==> src/rtl/pc_fetch_sequencer_pkg.sv <==
// Shared definitions for the PC fetch sequencer.
//   pc_action_e   : Pc_Action codes driven by the PC control logic
//   fetch_state_e : fetch FSM states
//   PC_STEP       : sequential address increment
//   align_word()  : clears the two byte-offset bits of an address
//   is_redirect() : true for actions that change control flow
package pc_fetch_sequencer_pkg;

    typedef enum logic [1:0] {
        PC_NONE   = 2'd0,
        PC_INC    = 2'd1,
        PC_JUMP   = 2'd2,
        PC_BRANCH = 2'd3
    } pc_action_e;

    typedef enum logic [1:0] {
        ST_FETCH = 2'd0,   // request outstanding
        ST_WAIT  = 2'd1,   // buffer full and stalled, no request
        ST_KILL  = 2'd2    // draining a request made stale by a redirect
    } fetch_state_e;

    localparam logic [31:0] PC_STEP = 32'd4;

    function automatic logic [31:0] align_word(input logic [31:0] a);
        return {a[31:2], 2'b00};
    endfunction

    function automatic logic is_redirect(input pc_action_e a);
        return (a == PC_JUMP) || (a == PC_BRANCH);
    endfunction

endpackage

==> src/rtl/pc_fetch_sequencer_if.sv <==
// Instruction-memory read bus.
//   imem_req  : read request (master -> slave)
//   imem_addr : word-aligned read address (master -> slave)
//   imem_ack  : read data valid this cycle (slave -> master)
//   imem_data : instruction word (slave -> master)
interface pc_fetch_sequencer_if;
    logic        imem_req;
    logic [31:0] imem_addr;
    logic        imem_ack;
    logic [31:0] imem_data;

    modport master (output imem_req, output imem_addr,
                    input  imem_ack, input  imem_data);
    modport slave  (input  imem_req, input  imem_addr,
                    output imem_ack, output imem_data);
endinterface

==> src/rtl/pc_fetch_buffer.sv <==
// One-entry output buffer holding a fetched instruction and its address.
//   clk, i_rst_n : clock, synchronous active-low reset
//   i_load       : capture i_instr/i_pc and mark valid
//   i_drain      : consumer took the entry this cycle
//   i_invalidate : drop the entry (redirect); wins over load and drain
//   o_valid/o_instr/o_pc : buffered entry
module pc_fetch_buffer
    import pc_fetch_sequencer_pkg::*;
(
    input  logic        clk,
    input  logic        i_rst_n,
    input  logic        i_load,
    input  logic        i_drain,
    input  logic        i_invalidate,
    input  logic [31:0] i_instr,
    input  logic [31:0] i_pc,
    output logic        o_valid,
    output logic [31:0] o_instr,
    output logic [31:0] o_pc
);

    logic        r_valid;
    logic [31:0] r_instr;
    logic [31:0] r_pc;

    // Load beats drain so a simultaneous drain+load keeps the buffer full.
    always_ff @(posedge clk) begin
        if (!i_rst_n) begin
            r_valid <= 1'b0;
            r_instr <= '0;
            r_pc    <= '0;
        end else if (i_invalidate) begin
            r_valid <= 1'b0;
        end else if (i_load) begin
            r_valid <= 1'b1;
            r_instr <= i_instr;
            r_pc    <= i_pc;
        end else if (i_drain) begin
            r_valid <= 1'b0;
        end
    end

    assign o_valid = r_valid;
    assign o_instr = r_instr;
    assign o_pc    = r_pc;

endmodule

==> src/rtl/pc_fetch_sequencer.sv <==
// Instruction fetch sequencer: issues word reads to instruction memory,
// buffers one instruction for decode, and handles jump/branch redirects.
//   clock, reset_n     : clock, synchronous active-low reset
//   action             : Pc_Action code, valid every cycle
//   jump_target        : redirect address for Jump
//   branch_target      : redirect address for Branch
//   stall              : decode cannot accept an instruction this cycle
//   imem               : instruction-memory bus (master side)
//   fetch_valid/instr/pc : buffered instruction presented to decode
//   flush              : a redirect is accepted this cycle
module pc_fetch_sequencer
    import pc_fetch_sequencer_pkg::*;
#(
    parameter logic [31:0] RESET_PC = 32'h0000_0000
) (
    input  logic                        clock,
    input  logic                        reset_n,
    input  logic [1:0]                  action,
    input  logic [31:0]                 jump_target,
    input  logic [31:0]                 branch_target,
    input  logic                        stall,
    pc_fetch_sequencer_if.master        imem,
    output logic                        fetch_valid,
    output logic [31:0]                 fetch_instr,
    output logic [31:0]                 fetch_pc,
    output logic                        flush
);

    fetch_state_e r_state;
    logic [31:0]  r_pc;            // address currently requested
    logic [31:0]  r_kill_target;   // where to resume once the stale ack lands

    pc_action_e   w_action;
    logic         w_redirect;
    logic [31:0]  w_target;
    logic         w_buf_valid;
    logic         w_full_stall;
    logic         w_req;
    logic         w_ack;
    logic         w_load;
    logic         w_drain;

    assign w_action     = pc_action_e'(action);
    assign w_redirect   = reset_n && is_redirect(w_action);
    assign w_target     = align_word((w_action == PC_JUMP) ? jump_target : branch_target);
    assign w_full_stall = w_buf_valid && stall;

    // No new request while the buffer is full and decode is stalled.
    assign w_req   = reset_n && ((r_state == ST_KILL) ||
                                 ((r_state == ST_FETCH) && !w_full_stall));
    assign w_ack   = w_req && imem.imem_ack;
    assign w_load  = (r_state == ST_FETCH) && w_ack && !w_redirect;
    assign w_drain = w_buf_valid && !stall;

    assign imem.imem_req  = w_req;
    assign imem.imem_addr = r_pc;
    assign flush          = w_redirect;

    always_ff @(posedge clock) begin
        if (!reset_n) begin
            r_state       <= ST_FETCH;
            r_pc          <= align_word(RESET_PC);
            r_kill_target <= '0;
        end else begin
            case (r_state)
                ST_FETCH: begin
                    if (w_redirect) begin
                        if (w_req && !imem.imem_ack) begin
                            r_state       <= ST_KILL;
                            r_kill_target <= w_target;
                        end else begin
                            r_pc <= w_target;
                        end
                    end else if (w_full_stall) begin
                        r_state <= ST_WAIT;
                    end else if (w_ack) begin
                        r_pc <= r_pc + PC_STEP;
                    end
                end
                ST_WAIT: begin
                    if (w_redirect) begin
                        r_pc    <= w_target;
                        r_state <= ST_FETCH;
                    end else if (!stall) begin
                        r_state <= ST_FETCH;
                    end
                end
                ST_KILL: begin
                    // The stale ack completes the old request; resume at the
                    // newest target, including one arriving this very cycle.
                    if (imem.imem_ack) begin
                        r_pc    <= w_redirect ? w_target : r_kill_target;
                        r_state <= ST_FETCH;
                    end else if (w_redirect) begin
                        r_kill_target <= w_target;
                    end
                end
                default: r_state <= ST_FETCH;
            endcase
        end
    end

    pc_fetch_buffer u_buf (
        .clk          (clock),
        .i_rst_n      (reset_n),
        .i_load       (w_load),
        .i_drain      (w_drain),
        .i_invalidate (w_redirect),
        .i_instr      (imem.imem_data),
        .i_pc         (r_pc),
        .o_valid      (w_buf_valid),
        .o_instr      (fetch_instr),
        .o_pc         (fetch_pc)
    );

    assign fetch_valid = w_buf_valid;

endmodule

==> src/flat_wrapper.sv <==
// flat-port wrapper written by rule: the top's interface ports become plain ports
module pc_fetch_sequencer_flat import pc_fetch_sequencer_pkg::*;
#(
    parameter logic [31:0] RESET_PC = 32'h0000_0000
)
  (clock, reset_n, action, jump_target, branch_target, stall, fetch_valid, fetch_instr, fetch_pc, flush, imem_imem_req, imem_imem_addr, imem_imem_ack, imem_imem_data);
  pc_fetch_sequencer_if imem_i ();
  input  logic clock;
  input  logic reset_n;
  input  logic [1:0] action;
  input  logic [31:0] jump_target;
  input  logic [31:0] branch_target;
  input  logic stall;
  output logic fetch_valid;
  output logic [31:0] fetch_instr;
  output logic [31:0] fetch_pc;
  output logic flush;
  output wire logic [$bits(imem_i.imem_req)-1:0] imem_imem_req;
  output wire logic [$bits(imem_i.imem_addr)-1:0] imem_imem_addr;
  input wire logic [$bits(imem_i.imem_ack)-1:0] imem_imem_ack;
  input wire logic [$bits(imem_i.imem_data)-1:0] imem_imem_data;
  assign imem_imem_req = imem_i.imem_req;
  assign imem_imem_addr = imem_i.imem_addr;
  assign imem_i.imem_ack = imem_imem_ack;
  assign imem_i.imem_data = imem_imem_data;
  pc_fetch_sequencer #(.RESET_PC(RESET_PC)) u_core (.clock(clock), .reset_n(reset_n), .action(action), .jump_target(jump_target), .branch_target(branch_target), .stall(stall), .imem(imem_i), .fetch_valid(fetch_valid), .fetch_instr(fetch_instr), .fetch_pc(fetch_pc), .flush(flush));
endmodule
==> config.mk <==
export PLATFORM = sky130hd
export DESIGN_NAME = pc_fetch_sequencer_flat
export DESIGN_NICKNAME = d
export VERILOG_FILES = /design/src/rtl/pc_fetch_sequencer_pkg.sv /design/src/rtl/pc_fetch_sequencer_if.sv /design/src/rtl/pc_fetch_buffer.sv /design/src/rtl/pc_fetch_sequencer.sv /design/src/flat_wrapper.sv
export SDC_FILE = /design/constraint.sdc
export NUM_CORES = 1
export LEC_CHECK = 0
export CORE_ASPECT_RATIO = 1.75
export CORE_MARGIN = 10
export CORE_UTILIZATION = 40
export DETAILED_ROUTE_END_ITERATION = 12
export PLACE_DENSITY = 0.8
export SETUP_SLACK_MARGIN = 0.2
export SLEW_MARGIN = 25
export SYNTH_ARGS = -nofsm -noshare
export SYNTH_HDL_FRONTEND = slang
export SYNTH_SLANG_ARGS = --single-unit
==> constraint.sdc <==
create_clock -name clock -period 2.8 [get_ports clock]
set_input_delay 0.84 -clock clock [delete_from_list [all_inputs] [get_ports clock]]
set_output_delay 0.84 -clock clock [all_outputs]
set_load 0.1 [all_outputs]
# ---- Word level (Yosys, flattened, before mapping)
# Index checks and enable logic that the tools add are counted.
dict set report op_classes {
  eq_ne 15
  n_bitwise 2
  add_sub_neg 1
  n_reduce_logical 24
  shift 0
  div_mod_pow 0
  mux 22
  magnitude_cmp 0
  mul 0
}
# cell n
set op_table {}
lappend op_table {{32-bit 2-to-1 mux} 11}
lappend op_table {{32-bit one-hot mux with 3 select lines} 1}
lappend op_table {{32-bit one-hot mux with 2 select lines} 1}
lappend op_table {{32-bit by 3-bit adder with 32-bit output (second input constant)} 1}
lappend op_table {{2-bit 2-to-1 mux} 6}
lappend op_table {{1-bit logical AND} 9}
lappend op_table {{4-bit AND reduction} 2}
lappend op_table {{2-bit equality test (second input constant)} 3}
lappend op_table {{2-bit inequality test (second input constant)} 3}
lappend op_table {{3-bit by 1-bit inequality test with 1-bit output (second input constant)} 2}
lappend op_table {{3-bit by 2-bit inequality test with 1-bit output (second input constant)} 2}
lappend op_table {{3-bit inequality test (second input constant)} 2}
lappend op_table {{2-bit one-hot mux with 3 select lines} 1}
lappend op_table {{6-bit AND reduction} 1}
lappend op_table {{1-bit logical NOT} 4}
lappend op_table {{2-bit by 1-bit inequality test with 1-bit output (second input constant)} 2}
lappend op_table {{2-bit nonzero test} 2}
lappend op_table {{3-bit nonzero test} 1}
lappend op_table {{2-bit by 1-bit equality test with 1-bit output (second input constant)} 1}
lappend op_table {{2-bit logical NOT} 1}
lappend op_table {{1-bit logical OR} 2}
lappend op_table {{1-bit 2-to-1 mux} 2}
lappend op_table {{1-bit inverter} 2}
lappend op_table {{2-bit AND reduction} 1}
lappend op_table {{2-bit OR reduction} 1}
dict set report word_totals {
  inputBits 102
  latch_bits 0
  ff_bits 131
  romBits 0
  n_memories 0
  output_inout_bits 99
  ramBits 0
  word_cells 70
}

# ---- Longest topological paths before layout
dict set report logic_depth {
  word_depth 10
  ltp_mapped 12
}

# ---- Modules after synthesis
# From an unflattened synthesis, not the netlist that was laid out.
dict set report hier_totals {
  cells_unflattened 818
  area_unflattened_um2 6879.1
}
# module cells_per_inst instances area_each_um2 seq_area_each_um2
set modules_own_cells {}
lappend modules_own_cells {pc_fetch_sequencer 536 1 4209.0 1321.3}
lappend modules_own_cells {pc_fetch_buffer 282 1 2670.1 1301.2}

# ---- Worst setup path after synthesis
# OpenSTA, ideal clock, no wires.
dict set report synth_timing {
  kind {input -> output}
  from {input port action[1]}
  to {output port flush}
  path_buffers 3
  slack_ns -0.388
  arrival_ns 2.348
  stages 5
  path_cell_list {buf_4 -> nand2_4 -> clkinv_1 -> buf_2 -> clkbuf_1}
}
dict set report synth_via {
  elab_chain_len 3
  word_cells_on_any_way 4
}
# element line
set synth_rtl {}
lappend synth_rtl {{from (decl)} flat_wrapper.sv:10} ;# input logic [1:0] action;
lappend synth_rtl {{2-bit equality test} pc_fetch_sequencer_pkg.sv:29} ;# return (a == PC_JUMP) || (a == PC_BRANCH);
lappend synth_rtl {{1-bit logical OR (*)} pc_fetch_sequencer_pkg.sv:29}
lappend synth_rtl {{1-bit logical AND (*)} pc_fetch_sequencer.sv:44} ;# assign w_redirect = reset_n && is_redirect(w_action);
lappend synth_rtl {{to (decl)} flat_wrapper.sv:17} ;# output logic flush;
# Mark *: on every way between the ends. The rest lies on a longest branch, timed or not.

# ---- Worst setup path after layout
dict set report layout_timing {
  from {register u_core.r_state[0]}
  to {output port imem_imem_req}
}
dict set report layout_via {
  elab_chain_len 4
  word_cells_on_any_way 5
}
# element line
set layout_rtl {}
lappend layout_rtl {{from (decl)} pc_fetch_sequencer.sv:29} ;# fetch_state_e r_state;
lappend layout_rtl {{from (signal assigned)} pc_fetch_sequencer.sv:61} ;# r_state <= ST_FETCH;
lappend layout_rtl {{from (signal assigned)} pc_fetch_sequencer.sv:69} ;# r_state <= ST_KILL;
lappend layout_rtl {{from (signal assigned)} pc_fetch_sequencer.sv:75} ;# r_state <= ST_WAIT;
lappend layout_rtl {{2-bit logical NOT} pc_fetch_sequencer.sv:50} ;# ((r_state == ST_FETCH) && !w_full_stall));
lappend layout_rtl {{1-bit logical AND} pc_fetch_sequencer.sv:50}
lappend layout_rtl {{1-bit logical OR (*)} pc_fetch_sequencer.sv:49} ;# assign w_req = reset_n && ((r_state == ST_KILL) ||
lappend layout_rtl {{1-bit logical AND (*)} pc_fetch_sequencer.sv:49}
lappend layout_rtl {{to (decl)} flat_wrapper.sv:18} ;# output wire logic [$bits(imem_i.imem_req)-1:0] imem_imem_req;
# Marks and branches as above.

==> summary.md <==
| Metric | Value |
|---|---|
| Port Buffer Count | `196` |
| Syn Area/Cell | `8.02 um^2` |
| Max H-tree Level | `4` |
| Max cap viols | `0` |
| Post-synthesis cell count | `850` |
| Wire per inst | `17.2 um` |
| Top_reg_cell synth | `dfxtp_1` |
| Post-Place Cells | `1262` |
| Core area | `approximately 17000 um^2` |
| P_int | `0.00390 W` |
| Ports | `201` |
| Outcome | `finished clean` |
| CTS Buffer Depth | `2` |
| Critical path launch point type | `flip-flop` |
| Hold Crit Class | `flip-flop to flip-flop` |
| Antenna violations before repair | `0` |
| Fin crit share | `0.908` |
| Largest net degree at the start of global routing | `91` |
| Mapped Nets | `957` |
| Post-Layout Cell Count | `1295` |
| Warnings from Yosys | `0` |
| Min Tclk post-route | `2540 ps` |
| CP Data Arrival Time | `1700 ps` |
| Post-route design area | `9700 um^2` |
| CTS tree | `yes` |
| #FFs+latches synth | `131` |
| CTS Hold Buffers Added | `0` |
| Worst-path cell chain | `inv_1 > ha_4 > a21boi_2 > o21ai_2 > inv_2 > buf_12` |
| Clock power share | `0.348` |
| Clock sink total | `roughly 130` |
| Final nets | `1163` |
| Most frequent cells in the layout | `nand2_1 (191), buf_4 (149), dfxtp_1 (127)` |
| Comb power frac | `0.307` |
| Sequential share of power | `0.345` |
| RR Startpoint | `u_core.r_state[0]` |
| Initial core utilization | `0.404` |
| Seq/Total Area, Yosys | `0.385` |
| Max-slew headroom | `0.365` |
| Synth area leaders | `dfxtp_1 (38%), nand2_1 (11%), a21boi_0 (7.9%), o21ai_0 (4.9%), mux2i_1 (3.5%)` |
| Die height | `about 190 um` |
| Final Max Tran Viols | `0` |
| Yosys top cell area share | `0.385` |
| Register-to-register setup slack | `approximately 530 ps` |
| Drt total wl | `~22000 um` |
| P per Cell Area | `633 nW/um^2` |
| Worst Max-Slew Pin Slew | `952 ps` |
| CP Capture Type | `output port` |
| Worst Path Required | `1960 ps` |
| Via density | `about 5.5` |
| # rows | `63` |
| Layout cells sized above 1 | `0.222` |
| Number of synthesized flops with an enable pin | `0` |
| Crit Path Class | `flip-flop to output port` |
| Hold Path Cell Cnt | `2` |
| Antenna-violating nets left | `0` |
| DP HPWL | `16300 um` |
| Hold Path Sink | `u_core.r_kill_target[3]` |
| Crit Path Max Fanout | `9` |
| Cell area after synthesis | `6820 um^2` |
| Reg-to-reg endpoint | `u_core.imem.imem_addr[30]` |
| Area post-placement | `9100 um^2` |
| Hold Vio Cnt, Final | `0` |
| Vias in the first global route | `~6800` |
| Post-synth ARST share | `0` |
| Die Area | `22900 um^2` |
| P&R area growth vs syn | `42.3%` |
| Global-route wire length before repair | `~36000 um` |
| R2R depth | `8` |
| CP max stage delay | `roughly 340 ps` |
| Yosys cell types | `a little over 70` |
| DR vias | `7063` |
| Sw Ratio | `0.365` |
| Die width | `119 um` |
| Ant diodes | `0` |
| Fill cell count | `1533` |
| Pre-Repair DR Iteration Count | `5` |
| Commonest non-fill, non-tap cell in the layout | `nand2_1` |
| Worst-path clk slew | `roughly 60 ps` |
| Max IR drop VDD | `0.343 mV` |
| Cell taking the most area after synthesis | `dfxtp_1` |
| Root Driver | `clkbuf_16` |
| Slowest cell on the critical path | `dfxtp_2` |
| GR Util All Layers | `0.189` |
| Net Switching | `~0.0022 W` |
| Final number of setup-violating endpoints | `0` |
| Drt drc | `0` |
| Peak Freq | `393 MHz` |
| Worst Hold Launch | `u_core.r_kill_target[3]` |
| RSZ-0062 raised after global routing | `no` |
| Leak | `3.78 nW` |
| Final Skew | `12.6 ps` |
| GRT overflow | `0` |
| Num CTS Buffers | `17` |
| Worst-skew pair later-pin latency | `420 ps` |
| Final GP Congestion | `0.875` |
| Initial DRC Count | `around 720` |
## per-stage QoR
| step | hold slack (ps) | setup slack, ps | power [W] | util | setup TNS, ps |
|---|---|---|---|---|---|
| final | 454 | 257 | 0.00614 | 0.575 | 0 |
| after global routing | 466 | 205 | 0.00637 | 0.575 | 0 |
| after CTS | 453 | 256 | 0.00617 | 0.575 | 0 |
| after detailed placement | 443 | -173 | 0.00401 | 0.540 | -2090 |
| after global placement | 438 | -103 | 0.00399 | 0.540 | -1570 |
| after floorplan | 431 | 242 | 0.00340 | - | 0 |
## flip-flops by register name, indices dropped and copies added (netlist names)
name,cells
u_core.imem.imem_addr,32
u_core.r_kill_target,32
u_core.r_state,2
u_core.u_buf.o_instr,32
u_core.u_buf.o_pc,32
u_core.u_buf.o_valid,1
## power by group through the flow
stage	clock, W	combinational (W)	sequential [W]
after floorplan	0	0.000659	0.00274
after global placement	0	0.00184	0.00215
after detailed placement	0	0.00186	0.00215
after CTS	0.00218	0.00188	0.00211
after global routing	0.00225	0.00199	0.00213
final	0.00214	0.00188	0.00212
## final cells by class
type	count	area (um^2)	share of cell area
clock inverter	11	106	0.0110
tap	227	284	0.0293
timing repair buffer	257	2320	0.239
clock buffer	20	467	0.0481
multi-input combinational	638	3860	0.398
inverter	11	41.3	0.00426
sequential	131	2630	0.271
## worst max-delay path, delay by kind of cell (launching register included)
family	cells	cell delay, ps
compound gates	2	300
flops	1	340
buf+inv	3	410
fa+ha+maj	1	220
## how the worst max path moves through the flow
stage                      startpoint                        end  slack [ps]  cells after the start
global placement            action[1]   u_core.imem.imem_addr[7]        -100                      8
global route        u_core.r_state[0]              imem_imem_req         210                      6
detailed placement          action[1]  u_core.imem.imem_addr[30]        -170                      7
CTS                 u_core.r_state[1]              imem_imem_req         260                      6
floorplan                   action[1]                      flush         240                      5
finish              u_core.r_state[0]              imem_imem_req         260                      6
## cells by family (layout without fill, tap and decap cells)
| kind of cell | Yosys count | count (layout) | synth area share |
|---|---|---|---|
| AND/OR/NAND/NOR | 331 | 331 | 0.218 |
| multiplexers | 35 | 35 | 0.0534 |
| adder cells (fa/ha/maj) | 5 | 5 | 0.00918 |
| AO/OA/AOI/OAI | 259 | 259 | 0.271 |
| buffers and inverters | 81 | 299 | 0.0540 |
| flip-flops | 131 | 131 | 0.385 |
| XOR/XNOR | 8 | 8 | 0.0103 |
## synthesized netlist by cell type, drive strengths merged (5+ instances only)
master  count
a31oi       7
o221a       6
nand4      12
a211oi      8
nand2     193
nor2b       9
o22ai      12
inv        10
nor3       13
nor2       35
o211ai     10
mux2       11
dfxtp     131
clkbuf     39
o21ai      70
a21oi      23
o41ai       6
o211a       6
buf        31
o221ai      5
ha          5
nand3      38
a21boi     73
mux2i      24
and3        7
## routing by layer
layer,GRT usage,share of wire
met1,0.215,0.40
met2,0.326,0.51
met3,0.0431,0.057
met4,0.0929,0.035
met5,0,0
## repair_timing
action                     CTS  global route
setup endpoints to repair    2             1
pin swaps                    2             0
buffers inserted             2             0
resized for setup            4             2
No activity file was read; power rests on OpenSTA's default activity.
